<file path="config.mk">
export PLATFORM = sky130hd
export DESIGN_NAME = riot_bus_master
export DESIGN_NICKNAME = d
export VERILOG_FILES = /design/src/rtl/riot_pkg.sv /design/src/rtl/riot_irq_sync.sv /design/src/rtl/riot_bus_master.sv
export SDC_FILE = /design/constraint.sdc
export NUM_CORES = 1
export LEC_CHECK = 0
export ABC_AREA = 1
export CORE_MARGIN = 3
export CORE_UTILIZATION = 49
export DETAILED_ROUTE_END_ITERATION = 16
export GPL_TIMING_DRIVEN = 0
export PLACE_DENSITY = 0.8
export SYNTH_ARGS = -nofsm -noshare
export SYNTH_HDL_FRONTEND = slang
export SYNTH_SLANG_ARGS = --single-unit
</file>
<file path="constraint.sdc">
create_clock -name phi2 -period 2.8 [get_ports phi2]
set_clock_uncertainty 0.1 [all_clocks]
set_input_delay 0.56 -clock phi2 [delete_from_list [all_inputs] [get_ports phi2]]
set_output_delay 0.56 -clock phi2 [all_outputs]
set_load 0.05 [all_outputs]
</file>
<file path="src/rtl/riot_pkg.sv">
// riot_pkg: shared types and constants for the RIOT bus master.
package riot_pkg;

    // Transaction sequencer states
    typedef enum logic [1:0] {
        IDLE   = 2'd0,
        ACCESS = 2'd1,
        WAIT   = 2'd2,
        RESP   = 2'd3
    } state_t;

    // Target select encoding as presented on req_sel
    typedef enum logic [1:0] {
        SEL_ROM  = 2'd0,
        SEL_RAM  = 2'd1,
        SEL_IO   = 2'd2,
        SEL_RSVD = 2'd3
    } sel_t;

    // Read data returned with an error response
    localparam logic [7:0] ERR_DATA = 8'hFF;

endpackage

</file>
<file path="src/rtl/riot_irq_sync.sv">
// riot_irq_sync: two-flop synchronizer for the asynchronous irq_n line plus
// a one-cycle pulse on each synchronized falling edge.
module riot_irq_sync (
    input  logic phi2,
    input  logic rst,
    input  logic irq_n,
    output logic irq_fall
);

    // [0],[1] synchronizer stages, [2] previous synchronized value.
    // Reset to 1 so that leaving reset never looks like a falling edge.
    logic [2:0] sync_q;

    // Shift irq_n through the synchronizer and edge-history flop
    always_ff @(posedge phi2 or posedge rst) begin
        if (rst) begin
            sync_q <= 3'b111;
        end else begin
            sync_q <= {sync_q[1:0], irq_n};
        end
    end

    assign irq_fall = sync_q[2] & ~sync_q[1];

endmodule

</file>
<file path="src/rtl/riot_bus_master.sv">
// riot_bus_master: single-outstanding request/response master for a RIOT-style
// ROM/RAM/IO peripheral bus. Bus outputs are registered and only leave their
// idle values while a transaction is on the bus.
// Optional interrupt latch enabled by defining RIOT_BUS_MASTER_IRQ_EN.
//
// state  | meaning
// -------+-----------------------------------------------------------
// IDLE   | ready for a request, bus idle
// ACCESS | one-cycle address/strobe phase (write strobe asserted here)
// WAIT   | read data phase, waits for OE (RAM/IO) or samples DO (ROM)
// RESP   | response held on rsp_* until rsp_ready
module riot_bus_master
    import riot_pkg::*;
#(
    parameter int TIMEOUT = 8
) (
    input  logic       phi2,
    input  logic       rst,
    input  logic       req_valid,
    output logic       req_ready,
    input  logic       req_we,
    input  logic [1:0] req_sel,
    input  logic [9:0] req_addr,
    input  logic [7:0] req_wdata,
    output logic       rsp_valid,
    input  logic       rsp_ready,
    output logic [7:0] rsp_rdata,
    output logic       rsp_err,
    output logic [9:0] A,
    output logic [7:0] DI,
    output logic       we_n,
    output logic       CS1,
    output logic       CS2,
    output logic       RS_n,
    input  logic [7:0] DO,
    input  logic       OE,
    input  logic       irq_n,
    input  logic       irq_ack,
    output logic       irq_pending
);

    localparam logic [7:0] TIMEOUT_CNT = 8'(TIMEOUT);

    state_t     state_q, state_d;
    logic       we_q;
    sel_t       sel_q;
    logic [9:0] addr_q;
    logic [7:0] wdata_q;
    logic [7:0] cnt_q, cnt_d;
    logic [7:0] rdata_q, rdata_d;
    logic       err_q, err_d;

    // Transaction fields seen by the bus logic: live request while in IDLE
    // (the bus is loaded on the same edge that accepts it), latched afterwards.
    logic       cur_we;
    sel_t       cur_sel;
    logic [9:0] cur_addr;
    logic [7:0] cur_wdata;
    logic [9:0] a_d;
    logic [7:0] di_d;
    logic       we_n_d, cs1_d, cs2_d, rs_n_d;

    // State, counter and response registers
    always_ff @(posedge phi2 or posedge rst) begin
        if (rst) begin
            state_q <= IDLE;
            cnt_q   <= 8'h00;
            rdata_q <= 8'h00;
            err_q   <= 1'b0;
        end else begin
            state_q <= state_d;
            cnt_q   <= cnt_d;
            rdata_q <= rdata_d;
            err_q   <= err_d;
        end
    end

    // Capture the request on acceptance
    always_ff @(posedge phi2 or posedge rst) begin
        if (rst) begin
            we_q    <= 1'b0;
            sel_q   <= SEL_ROM;
            addr_q  <= 10'h000;
            wdata_q <= 8'h00;
        end else if (state_q == IDLE && req_valid) begin
            we_q    <= req_we;
            sel_q   <= sel_t'(req_sel);
            addr_q  <= req_addr;
            wdata_q <= req_wdata;
        end
    end

    // Next-state, wait counter and response data
    always_comb begin
        state_d = state_q;
        cnt_d   = cnt_q;
        rdata_d = rdata_q;
        err_d   = err_q;
        case (state_q)
            IDLE: begin
                if (req_valid) begin
                    if (sel_t'(req_sel) == SEL_RSVD) begin
                        state_d = RESP;
                        rdata_d = ERR_DATA;
                        err_d   = 1'b1;
                    end else begin
                        state_d = ACCESS;
                    end
                end
            end
            ACCESS: begin
                if (we_q) begin
                    state_d = RESP;
                    rdata_d = 8'h00;
                    err_d   = 1'b0;
                end else begin
                    state_d = WAIT;
                    cnt_d   = 8'h00;
                end
            end
            WAIT: begin
                if (sel_q == SEL_ROM || OE) begin
                    state_d = RESP;
                    rdata_d = DO;
                    err_d   = 1'b0;
                end else if (cnt_q + 8'd1 == TIMEOUT_CNT) begin
                    state_d = RESP;
                    rdata_d = ERR_DATA;
                    err_d   = 1'b1;
                    cnt_d   = 8'h00;
                end else begin
                    cnt_d   = cnt_q + 8'd1;
                end
            end
            RESP: begin
                if (rsp_ready) begin
                    state_d = IDLE;
                end
            end
            default: state_d = IDLE;
        endcase
    end

    // Bus values for the coming cycle, derived from the next state
    always_comb begin
        cur_we    = (state_q == IDLE) ? req_we           : we_q;
        cur_sel   = (state_q == IDLE) ? sel_t'(req_sel)  : sel_q;
        cur_addr  = (state_q == IDLE) ? req_addr         : addr_q;
        cur_wdata = (state_q == IDLE) ? req_wdata        : wdata_q;
        a_d    = 10'h000;
        di_d   = 8'h00;
        we_n_d = 1'b1;
        cs1_d  = 1'b1;
        cs2_d  = 1'b1;
        rs_n_d = 1'b1;
        if (state_d == ACCESS || state_d == WAIT) begin
            a_d    = cur_addr;
            di_d   = cur_we ? cur_wdata : 8'h00;
            we_n_d = ~(cur_we && state_d == ACCESS);
            if (cur_sel == SEL_ROM) begin
                rs_n_d = 1'b0;
                cs2_d  = 1'b0;
            end else begin
                cs1_d  = 1'b0;
            end
        end
    end

    // Registered bus outputs
    always_ff @(posedge phi2 or posedge rst) begin
        if (rst) begin
            A    <= 10'h000;
            DI   <= 8'h00;
            we_n <= 1'b1;
            CS1  <= 1'b1;
            CS2  <= 1'b1;
            RS_n <= 1'b1;
        end else begin
            A    <= a_d;
            DI   <= di_d;
            we_n <= we_n_d;
            CS1  <= cs1_d;
            CS2  <= cs2_d;
            RS_n <= rs_n_d;
        end
    end

    assign req_ready = (state_q == IDLE);
    assign rsp_valid = (state_q == RESP);
    assign rsp_rdata = rdata_q;
    assign rsp_err   = err_q;

`ifdef RIOT_BUS_MASTER_IRQ_EN
    logic irq_fall;
    logic irq_pend_q;

    riot_irq_sync u_irq_sync (
        .phi2     (phi2),
        .rst      (rst),
        .irq_n    (irq_n),
        .irq_fall (irq_fall)
    );

    // Latch interrupts; a new edge takes priority over a same-cycle ack
    always_ff @(posedge phi2 or posedge rst) begin
        if (rst) begin
            irq_pend_q <= 1'b0;
        end else if (irq_fall) begin
            irq_pend_q <= 1'b1;
        end else if (irq_ack) begin
            irq_pend_q <= 1'b0;
        end
    end

    assign irq_pending = irq_pend_q;
`else
    logic unused_irq;
    assign unused_irq  = irq_n ^ irq_ack;
    assign irq_pending = 1'b0;
`endif

endmodule

</file>
== Word-level counts from Yosys, hierarchy flattened ==
Cells that the tools add are included.

* Bits in registers: 61
* Latch bits: 0
* Bits in writable memories: 0
* Memory bits (read-only): 0
* Output and inout port bits: 34
* Memories kept: 0

* Add/sub/neg operators: 1
* $mul: 0
* Div/mod/pow operators: 0
* $lt $le $gt $ge: 0
* Equality and inequality tests: 13
* Shift operators: 0
* Mux-type cells: 35
* Bitwise gates (word level): 1
* Reduce and logical (&&, ||, !) cells: 11

{| class="wikitable"
|+ Operator list
! operator !! count
|-
| $mux W8 || 11
|-
| $pmux W8 S3 || 1
|-
| $mux W10 || 2
|-
| $pmux W8 S2 || 1
|-
| $mux W1 || 12
|-
| $mux W2 || 6
|-
| $add A8 B1 Y8 const B || 1
|-
| $eq A2 B2 Y1 const B || 4
|-
| $eq A8 B4 Y1 const B || 1
|-
| $ne A2 B2 Y1 const B || 4
|-
| $pmux W2 S4 || 1
|-
| $logic_not A2 Y1 || 3
|-
| $reduce_and A5 Y1 || 1
|-
| $eq A2 B1 Y1 const B || 2
|-
| $ne A3 B3 Y1 const B || 1
|-
| $pmux W1 S3 || 1
|-
| $reduce_and A3 Y1 || 1
|-
| $reduce_bool A3 Y1 || 1
|-
| $logic_and A1 B1 Y1 || 2
|-
| $logic_or A1 B1 Y1 || 2
|-
| $ne A2 B1 Y1 const B || 1
|-
| $reduce_bool A2 Y1 || 1
|-
| $not A1 Y1 || 1
|}

== Logic depth before layout (Yosys ltp) ==
Gate-level depths: netlist of run 1.

* Depth in word-level cells: 9
* Depth in mapped cells: 15
* Depth with buffers taken out: 14

== Least setup slack after synthesis of run 1 ==
OpenSTA, ideal clock, no wires.

* Path type: register to register
* Start: register cnt_q[0]
* End: register A[1]
* Setup time: 84 ps
* Arrival time: 2137 ps
* Required time: 2616 ps
* Setup slack: 479 ps
* Stages on the path, launching flop included: 16
* Buffers on the path: 1
* Period minus slack after synthesis: 2321 ps
* Path through: dfrtp_1 ha_1 nand2_2 clkinv_1 nand3_1 nand2_1 nor2_1 nand3_2 nand2_1 nand2_1 a21oi_1 ha_1 inv_1 buf_1 o21ai_0 a21oi_1

* Cells in the longest elaborated chain, start to end: 8
* Elaborated cells between the ends (all ways): 9

{| class="wikitable"
|+ RTL lines
! what !! line !! RTL
|-
| start, declared || riot_bus_master.sv:49 || <nowiki>logic [7:0] cnt_q, cnt_d;</nowiki>
|-
| start signal, assigned || riot_bus_master.sv:72 || <nowiki>cnt_q <= cnt_d;</nowiki>
|-
| $add A8 B1 Y8 * || riot_bus_master.sv:126 || <nowiki>end else if (cnt_q + 8'd1 == TIMEOUT_CNT) begin</nowiki>
|-
| $eq A8 B4 Y1 * || riot_bus_master.sv:126 ||
|-
| $mux W2 * || riot_bus_master.sv:126 ||
|-
| $mux W2 * || riot_bus_master.sv:122 || <nowiki>if (sel_q == SEL_ROM || OE) begin</nowiki>
|-
| $pmux W2 S4 * || riot_bus_master.sv:99 || <nowiki>case (state_q)</nowiki>
|-
| via state_d[0] || riot_bus_master.sv:44 || <nowiki>state_t state_q, state_d;</nowiki>
|-
| $eq A2 B1 Y1 / $eq A2 B2 Y1 (equally long branches) || riot_bus_master.sv:156 || <nowiki>if (state_d == ACCESS || state_d == WAIT) begin</nowiki>
|-
| $logic_or A1 B1 Y1 * || riot_bus_master.sv:156 ||
|-
| $mux W10 * || riot_bus_master.sv:156 ||
|-
| via a_d[1] || riot_bus_master.sv:59 || <nowiki>logic [9:0] a_d;</nowiki>
|-
| end signal, assigned || riot_bus_master.sv:172 || <nowiki>A <= 10'h000;</nowiki>
|-
| end signal, assigned || riot_bus_master.sv:179 || <nowiki>A <= a_d;</nowiki>
|-
| end, declared || riot_bus_master.sv:29 || <nowiki>output logic [9:0] A,</nowiki>
|}

Mark *: on every way through the listed nets, which the timed path passes. The rest lies on a longest branch.
A chain may end at the register's enable or synchronous reset.

== Worst setup path after layout of run 1 ==
* Start: register cnt_q[0]
* End: register A[2]

The elaborated chain is that of the path after synthesis.

==> results of run 1 <==
-- synthesized netlist by cell type (2+ instances only) --
cell / count / area, um^2
ha_1: 2 / 25.0
dfstp_2: 3 / 78.8
clkbuf_1: 6 / 22.5
nor2_1: 23 / 86.3
nand3_1: 18 / 90.1
o21ai_0: 34 / 170
a21oi_1: 21 / 105
nand4_1: 2 / 12.5
nor2_2: 3 / 18.8
o21ai_1: 3 / 15.0
nand2_1: 87 / 327
inv_1: 39 / 146
buf_4: 2 / 15.0
nand2_4: 2 / 22.5
buf_6: 2 / 22.5
buf_2: 2 / 10.0
o22ai_1: 2 / 12.5
dfrtp_1: 58 / 1450
-- final timing paths --
path	depth (start not counted)	start	to
worst min-delay path	2	rsp_rdata[6]$_DFFE_PP0P_	rsp_rdata[6]$_DFFE_PP0P_
worst min register to register	2	rsp_rdata[6]$_DFFE_PP0P_	rsp_rdata[6]$_DFFE_PP0P_
worst max register to register	15	cnt_q[0]$_DFFE_PP0P_	A[2]$_DFF_PP0_
min in group asynchronous	2	rst	rsp_rdata[6]$_DFFE_PP0P_
worst max-delay path	15	cnt_q[0]$_DFFE_PP0P_	A[2]$_DFF_PP0_
max in group asynchronous	3	rst	RS_n$_DFF_PP1_
-- logic make-up (layout without fill, tap and decap cells) --
group / after synthesis / in the layout
AO/OA/AOI/OAI: 66 / 66
adder cells (fa/ha/maj): 2 / 2
buffers and inverters: 54 / 137
flip-flops: 61 / 61
other: 1 / 1
AND/OR/NAND/NOR: 139 / 139
-- report_power, final --
part	internal [mW]	switching, mW	leakage, nW
registers	1.27	0.182	0.775
logic	0.864	1.74	0.925
clock network	0.547	0.332	0.116
-- per-layer routing --
metal  track usage [%]  routed length (um)  up-vias
li1                  -                   -     1180
met1              28.6                2770     1101
met2              34.3                3050       83
met3              6.32                 441       11
met4              9.46                 104        0
met5                 0                   0        -
-- worst max-delay path, stage by stage, from the launching register on --
cell and delay [ps]:
dfrtp_1 410, ha_1 230, nand2_2 100, clkinv_1 120, nand3_1 110, nand2_1 80
nor2_2 140, nand3_2 120, nand2_1 80, nand2_1 60, a21oi_2 170, ha_1 260
inv_1 110, clkbuf_4 200, o21ai_0 100, a21oi_1 170
-- what timing repair did --
action                     CTS  global route
gates resized for setup      2             5
setup endpoints to repair    9            18
gates cloned                 0             0
hold buffers                 0             0
hold endpoints to repair     0             0
-- through the flow --
| stage | power [mW] | area, um^2 | util [%] | std cells |
|---|---|---|---|---|
| floorplan | 3.25 | 2740 | - | 323 |
| global placement | 3.98 | 3490 | 66.2 | 459 |
| detailed placement | 4.04 | 3510 | 66.6 | 460 |
| CTS | 4.94 | 3730 | 70.9 | 476 |
| global route | 5.29 | 3740 | 71.0 | 476 |
| finish | 4.93 | 3740 | 71.0 | 476 |
-- layout make-up --
type                            count  share of cell area, %
Sequential cell                    61                   40.9
Multi-Input combinational cell    208                   26.3
Timing Repair Buffer               67                   18.1
Inverter                           41                   4.25
Clock buffer                       12                   4.15
Tap cell                           70                   2.34
Buffer                             13                   2.07
Clock inverter                      4                   1.87
-- sequential cells by signal, indices dropped and copies added (netlist names) --
name	cells
A	10
CS1	1
DI	8
RS_n	1
addr_q	10
cnt_q	8
rsp_err	1
rsp_rdata	8
sel_q	2
state_q	2
wdata_q	8
we_n	1
we_q	1
==> impl_metrics.env, run 1 <==
export IMPL_gr_usage_all_layers_pct=21.9
export IMPL_ant_nets=0
export IMPL_preCtsSetupSlack_ps=24.5
export IMPL_synth_area_per_cell_um2=8.49
export IMPL_final_nets=439
export IMPL_place_congestion=0.831
export IMPL_max_cap_violations=0
export IMPL_synth_fp_nets=361
export IMPL_synth_flop_cell="dfrtp_1"
export IMPL_netlist_area_mm2=0.00274
export IMPL_path_class="flip-flop to flip-flop"
export IMPL_cts_tree="yes"
export IMPL_ios=70
export IMPL_power_per_cell_area_mw_per_mm2=1320
export IMPL_io_buffer_count=66
export IMPL_regArea_mm2=0.00153
export IMPL_clock_path_buffers=2
export IMPL_most_common_layout_cells="nand2_1 (87), clkdlybuf4s50_1 (65), dfrtp_1 (58)"
export IMPL_die_y_um=80.8
export IMPL_synthMuxAreaShare_pct=0
export IMPL_setup_tns_ps=0
export IMPL_slew_viol_final=0
export IMPL_dp_hpwl_um=4400
export IMPL_drt_iter0_markers=93
export IMPL_die_w_um=80.8
export IMPL_tightestPinTransition_ps=504
export IMPL_synthDistinctLibCells=32
export IMPL_rows=26
export IMPL_final_min_clock_period_ps=2650
export IMPL_min_period_over_period_pct=94.5
export IMPL_h_tree_depth=3
export IMPL_end_kind="flip-flop"
export IMPL_core_area_mm2=0.00527
export IMPL_insertedDiodeCount=0
export IMPL_r2r_setup_slack_ps=150
export IMPL_cp_max_fo=10
export IMPL_grt_pass1_vias=2428
export IMPL_p_leak_nw=1.82
export IMPL_synth_adder_area_share_pct=0.913
export IMPL_status="complete, no violations"
export IMPL_antenna_found_initial=0
export IMPL_drt_wl_total_um=6370
export IMPL_synth_top_family_by_area="simple AND/OR/NAND/NOR gates"
export IMPL_drt_pass1_iter_count=4
export IMPL_synthArstFlopShare_pct=100
export IMPL_root_buffer="clkbuf_8"
export IMPL_drive_gt1_share_pct=10.1
export IMPL_numCtsBuffers=9
export IMPL_timing_final_ws_setup_ps=154
export IMPL_grt_max_degree=40
export IMPL_crit_required_ps=2950
export IMPL_relSlewSlack_pct=66.3
export IMPL_start_kind="flip-flop"
export IMPL_gr_total_overflow=0
export IMPL_synthSimpleGateAreaFrac_pct=21.7
export IMPL_rsz0062_at_grt="yes"
export IMPL_fmax_ghz=0.378
export IMPL_clock_sinks=61
export IMPL_hold_class="flip-flop to flip-flop"
export IMPL_clk_latency_ps=340
export IMPL_hold_viol=0
export IMPL_dieArea_mm2=0.00653
export IMPL_dr_total_vias=2375
export IMPL_initial_utilization_pct=52.0
export IMPL_multiInputGateArea_um2=985
export IMPL_grt_pass1_wl_um=10800
export IMPL_whs_ps=375
export IMPL_route_detailed_drc=0
export IMPL_synth_seq_area_share_pct=55.8
export IMPL_wl_per_cell_um=13.4
export IMPL_synth_compound_area_share_pct=12.9
export IMPL_yosysWarningCount=0
export IMPL_setup_viol=0
export IMPL_cts_setup_buffers=0
export IMPL_ir_worst_vdd_mv=0.676
export IMPL_ys_seq_elements=61
export IMPL_synth_xor_area_share_pct=0
export IMPL_area_growth_pct=36.4
export IMPL_fill_cells=420
export IMPL_cp_arrival_ps=2800
export IMPL_viasPerCell=4.99
export IMPL_synth_edf_count=0
export IMPL_clk_pin_slew_ps=70
export IMPL_syn_inst=323
export IMPL_final_common_cell="nand2_1"
Power figures use the tool's default switching activity.
==> inputs of run 2 (changes only) <==
Settings changed: CELL_PAD_IN_SITES_DETAIL_PLACEMENT set to 1, CELL_PAD_IN_SITES_GLOBAL_PLACEMENT set to 1, CORE_UTILIZATION 49 to 36, PLACE_DENSITY 0.8 to unset, PLACE_DENSITY_LB_ADDON set to 0.1.
==> run 2 against run 1 <==
Design area up 1.2%. Sequential cell count unchanged. Register-to-register slack better by 130 ps. Clock power down 5.5%. Largest cell class unchanged. Worst setup slack better by 91 ps. Highest routed layer unchanged. Die area up 33%. Maximum frequency up 3.6%. Critical path depth down 11.
==> impl_metrics.env, run 2 (synthesis gave the netlist of run 1 again) <==
export IMPL_p_clk_share_pct=16.5
export IMPL_power_switching_share_pct=46.4
export IMPL_p_leak_nw=1.81
export IMPL_ir_worst_vdd_mv=0.537
export IMPL_viasPerCell=4.75
export IMPL_min_from="rsp_rdata[7]$_DFFE_PP0P_"
export IMPL_drt_wl_total_um=7180
export IMPL_antenna_found_initial=0
export IMPL_place_area_mm2=0.00355
export IMPL_drt_iter0_markers=75
export IMPL_hold_viol=0
export IMPL_final_common_cell="nand2_1"
export IMPL_path_class="flip-flop to output pin"
export IMPL_totalPowerFinal_mw=5.02
export IMPL_wl_per_cell_um=14.2
export IMPL_final_cell_area_mm2=0.00378
export IMPL_ios=70
export IMPL_cp_arrival_ps=1900
export IMPL_die_y_um=93.3
export IMPL_initial_utilization_pct=37.4
export IMPL_final_nets=440
export IMPL_r2r_end="A[9]$_DFF_PP0_"
export IMPL_die_w_um=93.3
export IMPL_grt_pass1_wl_um=12300
export IMPL_h_tree_depth=3
export IMPL_grt_pass1_vias=2558
export IMPL_end_kind="output pin"
export IMPL_p_switching_mw=2.33
export IMPL_numCtsBuffers=9
export IMPL_io_buffer_count=66
export IMPL_tightestPinTransition_ps=826
export IMPL_cts_tree="yes"
export IMPL_rsz0062_at_grt="no"
export IMPL_hold_buffers=0
export IMPL_setup_viol=0
export IMPL_top_regs="A: 10 flops, addr_q: 10 flops"
export IMPL_max_cap_violations=0
export IMPL_r2r_setup_slack_ps=280
export IMPL_grt_max_degree=39
export IMPL_drt_pass1_iter_count=4
export IMPL_final_min_clock_period_ps=2560
export IMPL_hold_class="flip-flop to flip-flop"
export IMPL_ant_nets=0
export IMPL_gr_usage_all_layers_pct=18.1
export IMPL_clk_pin_slew_ps=70
export IMPL_hold_depth=2
export IMPL_route_detailed_drc=0
export IMPL_cp_max_fo=10
export IMPL_r2r_cells=15
export IMPL_p_int_mw=2.69
export IMPL_place_congestion=0.754
export IMPL_clock_path_buffers=2
export IMPL_clock_sinks=61
export IMPL_min_period_over_period_pct=91.3
export IMPL_dp_hpwl_um=5140
export IMPL_core_area_mm2=0.00733
export IMPL_dr_total_vias=2403
export IMPL_relSlewSlack_pct=44.8
export IMPL_area_growth_pct=38.0
export IMPL_r2r_start="cnt_q[1]$_DFFE_PP0P_"
export IMPL_crit_required_ps=2140
export IMPL_share_seq_of_total_power_pct=28.9
export IMPL_slew_viol_final=0
export IMPL_combPwrFrac_pct=54.5
export IMPL_insertedDiodeCount=0
export IMPL_fmax_ghz=0.391
export IMPL_gr_total_overflow=0
export IMPL_drive_gt1_share_pct=10.8
export IMPL_worstHoldEndpoint="rsp_rdata[7]$_DFFE_PP0P_"
export IMPL_start_kind="flip-flop"
export IMPL_power_per_cell_area_mw_per_mm2=1330
export IMPL_clk_latency_ps=330
export IMPL_rows=31
export IMPL_dieArea_mm2=0.00870
export IMPL_most_common_layout_cells="nand2_1 (86), clkdlybuf4s50_1 (65), dfrtp_1 (58)"
export IMPL_root_buffer="clkbuf_8"
export IMPL_status="complete, no violations"
## run 2: cell count changes in the layout (fill, tap and decap cells not counted), sizes merged
cell and delta:
buf +2, clkbuf -2, clkinv +1
## run 2: area by class of cell
| class | instances | area, um^2 |
|---|---|---|
| flip-flops and latches | 61 | 1530 |
| plain buffers | 13 | 81.3 |
| clock inverters | 5 | 75.1 |
| well taps | 99 | 124 |
| inverters | 41 | 159 |
| repair buffers | 68 | 683 |
| fillers | 871 | 3550 |
| clock buffers | 11 | 131 |
| multi-input cells | 208 | 1000 |
## run 2: per-stage QoR
step | TNS [ps] | utilization (%) | hold slack (ps) | setup slack (ps) | cells
after floorplan | 0 | - | 344 | 479 | 323
after global placement | -32870 | 48.1 | 353 | -564 | 488
after detailed placement | -522 | 48.4 | 367 | -97.6 | 489
after CTS | 0 | 51.2 | 383 | 11.4 | 505
after global routing | 0 | 51.6 | 405 | 33.1 | 506
final | 0 | 51.6 | 378 | 245 | 506
## run 2: worst max-delay path by stage
stage,depth (start not counted),to,slack [ps],from
6_report,4,req_ready,240,state_q[0]$_DFF_PP0_
5_1_grt,15,A[8]$_DFF_PP0_,30,cnt_q[1]$_DFFE_PP0P_
4_1_cts,4,req_ready,10,state_q[0]$_DFF_PP0_
3_5_place_dp,15,A[9]$_DFF_PP0_,-100,cnt_q[1]$_DFFE_PP0P_
3_3_place_gp,2,wdata_q[4]$_DFFE_PP0P_,-560,rst
2_1_floorplan,15,A[1]$_DFF_PP0_,480,cnt_q[0]$_DFFE_PP0P_
## run 2: per-layer routing
metal	wire length, um	GRT usage, %	part of all wire [%]	up-vias
met1	3210	22.9	45	1159
li1	-	-	-	1184
met5	0	0	0	-
met3	316	3.86	4.4	13
met2	3510	29.8	49	47
met4	152	7.69	2.1	0
## run 2: timing repair
| item | 4_1_cts | 5_1_grt |
|---|---|---|
| setup endpoints to repair | 10 | 18 |
| gates resized for setup | 2 | 10 |
| pin swaps | 0 | 1 |
| setup buffers | 0 | 1 |
## run 2: critical path: stages, from the launching register on
cell and delay, ps:
dfrtp_1 430, nor2_2 170, buf_6 170, clkbuf_1 410, clkbuf_2 370
## run 2: power by group through the flow
| stage | clock network [mW] | registers (mW) | logic, mW |
|---|---|---|---|
| global route | 0.891 | 1.50 | 3.02 |
| floorplan | 0 | 2.07 | 1.18 |
| global placement | 0 | 1.45 | 2.59 |
| detailed placement | 0 | 1.47 | 2.66 |
| CTS | 0.851 | 1.46 | 2.67 |
| finish | 0.831 | 1.45 | 2.74 |
